### config.mk
export PLATFORM = sky130hd
export DESIGN_NAME = block_mean_mc
export DESIGN_NICKNAME = d
export VERILOG_FILES = /design/src/rtl/block_mean_pkg.sv /design/src/rtl/mean_round_shift.sv /design/src/rtl/block_mean_mc.sv
export SDC_FILE = /design/constraint.sdc
export NUM_CORES = 1
export LEC_CHECK = 0
export CORE_ASPECT_RATIO = 0.9
export CORE_MARGIN = 2
export CORE_UTILIZATION = 55
export CTS_CLUSTER_DIAMETER = 200
export CTS_CLUSTER_SIZE = 12
export DETAILED_ROUTE_END_ITERATION = 6
export PLACE_DENSITY = 0.89
export SYNTH_ARGS = -nofsm -noshare
export SYNTH_HDL_FRONTEND = slang
export SYNTH_SLANG_ARGS = --single-unit
### constraint.sdc
create_clock -name clk -period 8.6 [get_ports clk]
set_clock_uncertainty 0.2 [all_clocks]
set_input_delay 1.29 -clock clk [delete_from_list [all_inputs] [get_ports clk]]
set_output_delay 1.29 -clock clk [all_outputs]
set_load 0.03 [all_outputs]
### src/rtl/block_mean_pkg.sv
// Shared sizing helpers for the multi-channel block averager.
// Pure functions only, with no state, latency or flow control of their own.
package block_mean_pkg;

  function automatic int acc_w(input int width, input int log2n_max);
    return width + log2n_max;
  endfunction

  function automatic int ch_w(input int channels);
    return (channels > 1) ? $clog2(channels) : 1;
  endfunction

  function automatic int clamp_log2n(input int req, input int log2n_max);
    return (req > log2n_max) ? log2n_max : req;
  endfunction

endpackage

### src/rtl/mean_round_shift.sv
// Combinational block-sum to mean conversion: optional round-half-up, shift by L, truncate.
// Zero latency and no flow control; the result follows the inputs.
module mean_round_shift #(
  parameter int WIDTH     = 32,
  parameter int ACC_W     = 40,
  parameter int LOG2N_MAX = 8,
  parameter int SIGNED    = 1,
  parameter int ROUND     = 1
) (
  input  logic [ACC_W-1:0]                 total_i,
  input  logic [$clog2(LOG2N_MAX+1)-1:0]   log2n_i,
  output logic [WIDTH-1:0]                 mean_o
);

  // One guard bit so the rounding add cannot wrap even at full-scale sums.
  localparam int SW = ACC_W + 1;

  logic [SW-1:0]        rnd;
  logic signed [SW-1:0] sum;

  always_comb begin
    rnd = '0;
    if (ROUND != 0 && log2n_i != '0) begin
      rnd = SW'(1) << (log2n_i - 1'b1);
    end
    if (SIGNED != 0) begin
      sum    = $signed({total_i[ACC_W-1], total_i}) + $signed(rnd);
      mean_o = WIDTH'(sum >>> log2n_i);
    end else begin
      sum    = $signed({1'b0, total_i} + rnd);
      mean_o = WIDTH'($unsigned(sum) >> log2n_i);
    end
  end

endmodule

### src/rtl/block_mean_mc.sv
// Per-channel block averager: emits the mean of every 2^L samples of a channel.
// One cycle from completing sample to o_vld; no backpressure, results are single-cycle pulses.
module block_mean_mc
  import block_mean_pkg::*;
#(
  parameter int WIDTH     = 32,
  parameter int CHANNELS  = 4,
  parameter int LOG2N_MAX = 8,
  parameter int SIGNED    = 1,
  parameter int ROUND     = 1
) (
  input  logic                               clk,
  input  logic                               rstn,
  input  logic [$clog2(LOG2N_MAX+1)-1:0]     i_log2n,
  input  logic                               i_clear,
  input  logic                               i_vld,
  input  logic [ch_w(CHANNELS)-1:0]          i_ch,
  input  logic [WIDTH-1:0]                   i_data,
  output logic                               o_vld,
  output logic [ch_w(CHANNELS)-1:0]          o_ch,
  output logic [WIDTH-1:0]                   o_data,
  output logic                               o_drop,
  output logic [$clog2(LOG2N_MAX+1)-1:0]     o_log2n
);

  localparam int LW    = $clog2(LOG2N_MAX + 1);
  localparam int CW    = ch_w(CHANNELS);
  localparam int ACC_W = acc_w(WIDTH, LOG2N_MAX);
  localparam int CNT_W = LOG2N_MAX + 1;

  logic [LW-1:0]    l_q;
  logic [CNT_W-1:0] cnt_q [CHANNELS];
  logic [ACC_W-1:0] acc_q [CHANNELS];
  logic             vld_q;
  logic             drop_q;
  logic [CW-1:0]    ch_q;
  logic [WIDTH-1:0] data_q;

  logic             ch_ok;
  logic             take;
  logic [CW-1:0]    ch_idx;
  logic [ACC_W-1:0] ext;
  logic [ACC_W-1:0] acc_d;
  logic [CNT_W-1:0] cnt_cur;
  logic [CNT_W-1:0] cnt_last;
  logic             blk_done;
  logic [LW-1:0]    l_d;
  logic [WIDTH-1:0] mean_d;

  always_comb begin
    ch_ok  = (int'(i_ch) < CHANNELS);
    take   = i_vld && !i_clear && ch_ok;
    ch_idx = ch_ok ? i_ch : '0;
    if (SIGNED != 0) begin
      ext = ACC_W'($signed(i_data));
    end else begin
      ext = ACC_W'(i_data);
    end
    cnt_cur  = cnt_q[ch_idx];
    cnt_last = CNT_W'((1 << l_q) - 1);
    // First sample of a block overwrites whatever sum was left behind.
    acc_d    = (cnt_cur == '0) ? ext : acc_q[ch_idx] + ext;
    blk_done = (cnt_cur == cnt_last);
    l_d      = LW'(clamp_log2n(int'(i_log2n), LOG2N_MAX));
  end

  mean_round_shift #(
    .WIDTH     (WIDTH),
    .ACC_W     (ACC_W),
    .LOG2N_MAX (LOG2N_MAX),
    .SIGNED    (SIGNED),
    .ROUND     (ROUND)
  ) u_round_shift (
    .total_i (acc_d),
    .log2n_i (l_q),
    .mean_o  (mean_d)
  );

  always_ff @(posedge clk) begin
    if (take && rstn) begin
      acc_q[ch_idx] <= acc_d;
    end
  end

  always_ff @(posedge clk) begin
    if (!rstn) begin
      l_q    <= l_d;
      vld_q  <= 1'b0;
      drop_q <= 1'b0;
      ch_q   <= '0;
      data_q <= '0;
      for (int c = 0; c < CHANNELS; c++) begin
        cnt_q[c] <= '0;
      end
    end else begin
      vld_q  <= 1'b0;
      drop_q <= 1'b0;
      if (i_clear) begin
        l_q <= l_d;
        for (int c = 0; c < CHANNELS; c++) begin
          cnt_q[c] <= '0;
        end
      end else if (i_vld && !ch_ok) begin
        drop_q <= 1'b1;
      end else if (take) begin
        if (blk_done) begin
          cnt_q[ch_idx] <= '0;
          vld_q         <= 1'b1;
          ch_q          <= ch_idx;
          data_q        <= mean_d;
        end else begin
          cnt_q[ch_idx] <= cnt_cur + 1'b1;
        end
      end
    end
  end

  assign o_vld   = vld_q;
  assign o_ch    = ch_q;
  assign o_data  = data_q;
  assign o_drop  = drop_q;
  assign o_log2n = l_q;

endmodule

### Word-level counts from Yosys, hierarchy flattened

Memory sizes are Yosys's and may differ from the RTL's.
Cells that the tools add are included.

| storage, ports and cells | value |
|---|---|
| bits in registers | 39 |
| bits in writable memories | 196 |
| input bits | 42 |
| output and inout port bits | 40 |
| word-level logic and storage cells | 59 |
| memories | 2 |

Memory list:

| name | depth | width | rd ports | clocked after Yosys merged registers in | write ports | RTL line | source |
|---|---|---|---|---|---|---|---|
| acc_q | 4 | 40 | 1 | 0 | 1 | block_mean_mc.sv:33 | `logic [ACC_W-1:0] acc_q [CHANNELS];` |
| cnt_q | 4 | 9 | 1 | 0 | 4 | block_mean_mc.sv:32 | `logic [CNT_W-1:0] cnt_q [CHANNELS];` |

| operators by class | value |
|---|---|
| $add $sub $neg | 5 |
| $lt $le $gt $ge | 1 |
| eq/ne operators | 2 |
| shifts and indexed selects | 3 |
| multiplexer cells | 29 |
| bitwise gates (word level) | 6 |
| reduce and logical (&&, ||, !) cells | 7 |

Operators with widths:

| kind | count |
|---|---|
| $mux W9 | 6 |
| $add A40 B41 Y41 | 1 |
| $mux W41 | 1 |
| $shl A1 B4 Y41 const A | 1 |
| $sshr A41 B4 Y32 | 1 |
| $add A40 B40 Y40 | 1 |
| $mux W40 | 1 |
| $mux W1 | 17 |
| $mux W4 | 3 |
| $add A9 B1 Y9 const B | 1 |
| $eq A9 B9 Y1 | 1 |
| $logic_not A9 Y1 | 1 |
| $reduce_or A9 Y1 | 1 |
| $shl A1 B4 Y9 const A | 1 |
| $sub A9 B2 Y9 const B | 1 |
| $or A1 B1 Y1 | 5 |
| $gt A4 B4 Y1 const B | 1 |
| $reduce_bool A4 Y1 | 1 |
| $sub A4 B1 Y4 const B | 1 |
| $reduce_and A3 Y1 | 1 |
| $logic_and A1 B1 Y1 | 2 |
| $mux W2 | 1 |
| $ne A2 B1 Y1 const B | 1 |
| $logic_not A1 Y1 | 1 |
| $not A1 Y1 | 1 |

### Logic depth before layout (Yosys ltp)

| logic depth | value |
|---|---|
| depth after elaboration | 11 |
| mapped depth | 29 |
| mapped depth without buffers | 24 |

### Cells and area by module

Synthesis repeated with hierarchy kept, for this count alone.

| second synthesis, totals | value |
|---|---|
| cells, all modules | 1416 |
| area, all modules | 15473.6 µm² |

By module, submodules not included:

| module | times used | cells an instance | area an instance (µm²) | sequential area each (µm²) |
|---|---|---|---|---|
| block_mean_mc | 1 | 897 | 11748.8 | 6706.4 |
| mean_round_shift | 1 | 519 | 3724.8 | 0.0 |

### Worst setup path after synthesis

No wires, ideal clock.

| timing | value |
|---|---|
| path type | input port to flip-flop |
| from | input i_ch[0] |
| to | register data_q[15], in the netlist o_data[15] |
| setup time | 0.132 ns |
| arrival | 7.814 ns |
| data required time | 8.268 ns |
| path slack | 0.454 ns |
| stages | 25 |
| path buffers | 3 |
| cell sequence | buf_6 > buf_1 > buf_1 > mux4_2 > ha_1 > fa_1 > a211oi_1 > o21ai_1 > a31oi_1 > xor2_1 > a21oi_1 > ha_1 > and4_1 > nand3_1 > o21bai_1 > a31oi_1 > and3b_1 > a31o_2 > nand3_1 > or4_1 > xor2_1 > mux2i_1 > mux4_2 > o21ai_0 > a21oi_1 |

| on the way | value |
|---|---|
| cells in the longest elaborated chain, start to end | 5 |
| elaborated cells on any way between the ends | 9 |
| classes of those cells | add/sub (2); eq/ne (1); shift (1); mux (1); reduce/logical (2); memory (2) |

Ends and longest elaborated chain:

| what | RTL line | source |
|---|---|---|
| start, declared | block_mean_mc.sv:17 | `input logic [ch_w(CHANNELS)-1:0] i_ch,` |
| $mem_v2 Z4 W40 or $mem_v2 Z4 W9 (tied branches) | - |  |
| $add A40 B40 Y40 or $logic_not A9 Y1 (tied branches) | block_mean_mc.sv:62 | `acc_d = (cnt_cur == '0) ? ext : acc_q[ch_idx] + ext;` |
| $mux W40 (*) | block_mean_mc.sv:62 |  |
| via acc_d[10] | block_mean_mc.sv:43 | `logic [ACC_W-1:0] acc_d;` |
| $add A40 B41 Y41 (*) | mean_round_shift.sv:27 | `sum = $signed({total_i[ACC_W-1], total_i}) + $signed(rnd);` |
| $sshr A41 B4 Y32 (*) | mean_round_shift.sv:28 | `mean_o = WIDTH'(sum >>> log2n_i);` |
| end signal, assigned | block_mean_mc.sv:110 | `data_q <= mean_d;` |
| end, declared | block_mean_mc.sv:37 | `logic [WIDTH-1:0] data_q;` |

Mark *: on every way through the listed nets, which the timed path passes. The rest lies on a longest branch.
A chain may end at the register's enable or synchronous reset.

### Worst setup path in the final report

| timing | value |
|---|---|
| from | input i_ch[1] |
| to | register data_q[15], in the netlist o_data[15] |

Same word-level chain as after synthesis.

==> results.json <==
{
  "drt-initial-drc-count": 1846,
  "cts_tree": "built",
  "maxCapViolations": 0,
  "worst_slew_pin_slew_ps": 1260,
  "regArea_sq_mm": 0.00671,
  "cts_resized": 0,
  "grt_overflow": 0,
  "power.density_mw_per_mm2": 199,
  "dieHeight_um": 165,
  "vias": 13500,
  "ir_drop_mv": 0.144,
  "startpoint_type": "input port",
  "period_share_pct": 90.8,
  "syn_area_sq_mm": 0.0158,
  "syn_inst": 1548,
  "min_period_ps": 7810,
  "cp.arrival_ps": 8020,
  "syn_area_per_cell_sq_um": 10.2,
  "portBuffers": 80,
  "num-nets-final": 1695,
  "p_int_uw": 2260,
  "netlist.area_leader.share_pct": 38.1,
  "cts_buffer_depth": 3,
  "grt_antenna_before_repair": 0,
  "grt_start_max_net_pins": 56,
  "hold_depth": 2,
  "rows": 58,
  "grt_pass1_wl_mm": 70.3,
  "h-tree-depth": 1,
  "critPathKind": "in2reg",
  "clkSlewWorstSetupHoldPaths_ps": 60,
  "dieArea_sq_mm": 0.0300,
  "drc_errors": 0,
  "clockPowerShare_pct": 26.9,
  "r2r_cells": 22,
  "grt_pass1_vias": 12700,
  "cp_data_required_time_ps": 8810,
  "setup_viol": 0,
  "min_path_type": "reg2reg",
  "die_w_um": 182,
  "core_sq_mm": 0.0281,
  "yosys.area.top_type": "edfxtp_1",
  "cts_root_buf": "clkbuf_16",
  "power_frac_comb_pct": 35.0,
  "wire_per_inst_um": 23.2,
  "firstDrtPassIters": 7,
  "synth_ff_type": "edfxtp_1",
  "switching_share_pct": 35.2,
  "cts.sinks": 235,
  "clk_latency_ps": 550,
  "netSwitchingPower_uw": 1230,
  "ys_types": 87,
  "tns_ps": 0,
  "async_reset_ff_share_pct": 0,
  "final_antenna_net_count": 0,
  "status": "completed",
  "viasPerCell": 6.85,
  "gr-usage-all-layers_pct": 30.0,
  "post_cts.repair.setup_buffers": 0,
  "synth_seq_cells": 235,
  "max_slew_margin_pct": 15.2,
  "boundaryPins": 82,
  "seq_area_frac_synth_pct": 42.6,
  "power_frac_seq_pct": 38.0,
  "initial_core_util_pct": 56.1,
  "cp_max_fo": 17,
  "holdBufCountCts": 0,
  "globalplace.congestion": 0.968,
  "synth_area_leaders": "edfxtp_1 38%, mux4_2 8.1%, ha_1 4.6%",
  "synth_common_cells": "200 x edfxtp_1, 171 x nand2_1, 148 x nor2_1, 110 x a21oi_1, 66 x o21ai_0",
  "p_leak_uw": 0.00628,
  "post-synth-top-count-cell": "edfxtp_1",
  "numCtsBuffers": 23,
  "fmax_mhz": 128,
  "hold_violations": 0,
  "utilization_pct": 62.4,
  "routed_wl_mm": 45.7,
  "synth_edf_count": 200,
  "yosysWarningCount": 0,
  "num_antenna_cells": 0,
  "rsz0062_at_grt": "false",
  "drive_above_1_share_pct": 9.94,
  "maxSlewViolCount": 0,
  "areaGrowthSynthToFinish_pct": 11.1,
  "end_kind": "register",
  "hpwl_mm": 33.5,
  "fillers": 2193,
  "multi_input_area_sq_mm": 0.00852
}
## worst max-delay path, stage by stage
cell	delay, ps
buf_2	380
mux4_2	380
ha_1	230
fa_1	440
a211oi_1	450
o21ai_1	260
a31oi_1	290
xor2_1	90
a21oi_1	450
ha_1	340
and4_1	260
nand3_1	80
o21bai_1	170
a31oi_1	320
buf_4	220
a31o_2	200
nand3_1	290
or4_1	630
xor2_1	250
mux2i_1	170
mux4_2	540
o21ai_0	180
a21oi_1	90
## final cells by class
cell class	instances	area share, %
clock inverters	2	0.150
inverters	42	0.907
repair buffers	110	5.81
flip-flops and latches	235	38.3
clock buffers	39	3.63
multi-input cells	1181	48.6
well taps	360	2.57
## kinds of logic (layout without fill, tap and decap cells)
kind of cell	count (synthesis)	after routing	share of synthesized area [%]
buffers and inverters	133	193	3.41
AO/OA/AOI/OAI	416	416	17.8
XOR/XNOR	58	58	3.22
other	1	2	0.0238
AND/OR/NAND/NOR	528	528	15.9
flip-flops	235	235	42.6
multiplexers	117	117	12.3
adder cells (fa/ha/maj)	60	60	4.86
## power by group through the flow
| stage | Clock, uW | Combinational [uW] | Sequential, uW |
|---|---|---|---|
| 6_report | 938 | 1220 | 1320 |
| 2_1_floorplan | 0 | 840 | 1350 |
| 3_3_place_gp | 0 | 1150 | 1350 |
| 4_1_cts | 948 | 1180 | 1320 |
| 3_5_place_dp | 0 | 1170 | 1350 |
| 5_1_grt | 991 | 1310 | 1330 |
## metal layers
| metal | track usage (%) | share of wire [%] |
|---|---|---|
| met5 | 0 | 0 |
| met4 | 11.8 | 4.4 |
| met3 | 4.06 | 9.4 |
| met2 | 49.1 | 46 |
| met1 | 40.8 | 40 |
## through the flow
stage	cell area (sq um)	worst slack (ps)	hold slack, ps	cells	power [uW]
2_1_floorplan	15800	454	363	1549	2190
3_3_place_gp	16900	544	244	1928	2500
3_5_place_dp	16900	397	244	1928	2520
4_1_cts	17500	927	251	1969	3460
5_1_grt	17500	415	271	1969	3620
6_report	17500	788	250	1969	3480
## cell usage in the layout, fill, tap and decap left out, types with 10 or more instances in the layout
| cell type | n |
|---|---|
| dfxtp_1 | 35 |
| xnor2_1 | 35 |
| a31oi_1 | 24 |
| buf_4 | 31 |
| o21a_1 | 14 |
| a211o_1 | 10 |
| clkdlybuf4s50_1 | 78 |
| a21oi_1 | 110 |
| ha_1 | 58 |
| o21ai_0 | 66 |
| nand2_1 | 171 |
| nor2_1 | 148 |
| inv_1 | 36 |
| and2_1 | 14 |
| and3_1 | 18 |
| a211oi_1 | 25 |
| nand3_1 | 39 |
| mux4_2 | 57 |
| o211ai_1 | 20 |
| xor2_1 | 23 |
| clkbuf_16 | 23 |
| nand4_1 | 30 |
| or3_1 | 14 |
| nor3_1 | 34 |
| clkbuf_1 | 16 |
| edfxtp_1 | 200 |
| mux2_2 | 17 |
| o31ai_1 | 10 |
| nor4_1 | 13 |
| mux2i_1 | 40 |
| a21o_1 | 18 |
## flip-flops by register name (all words and copies together), names as in the netlist
| register | count |
|---|---|
| o_vld | 1 |
| acc_q | 160 |
| o_data | 32 |
| o_log2n | 4 |
| o_ch | 2 |
| cnt_q | 36 |
## final timing paths
path | startpoint | to | slack, ps
setup / recovery | i_ch[1] | o_data[15] | 790
hold reg to reg | o_ch[0] | o_ch[0] | 250
setup reg to reg | acc_q[0][0] | o_data[15] | 1470
hold / removal | o_ch[0] | o_ch[0] | 250
Note: power is estimated with default switching activity, not from simulation.
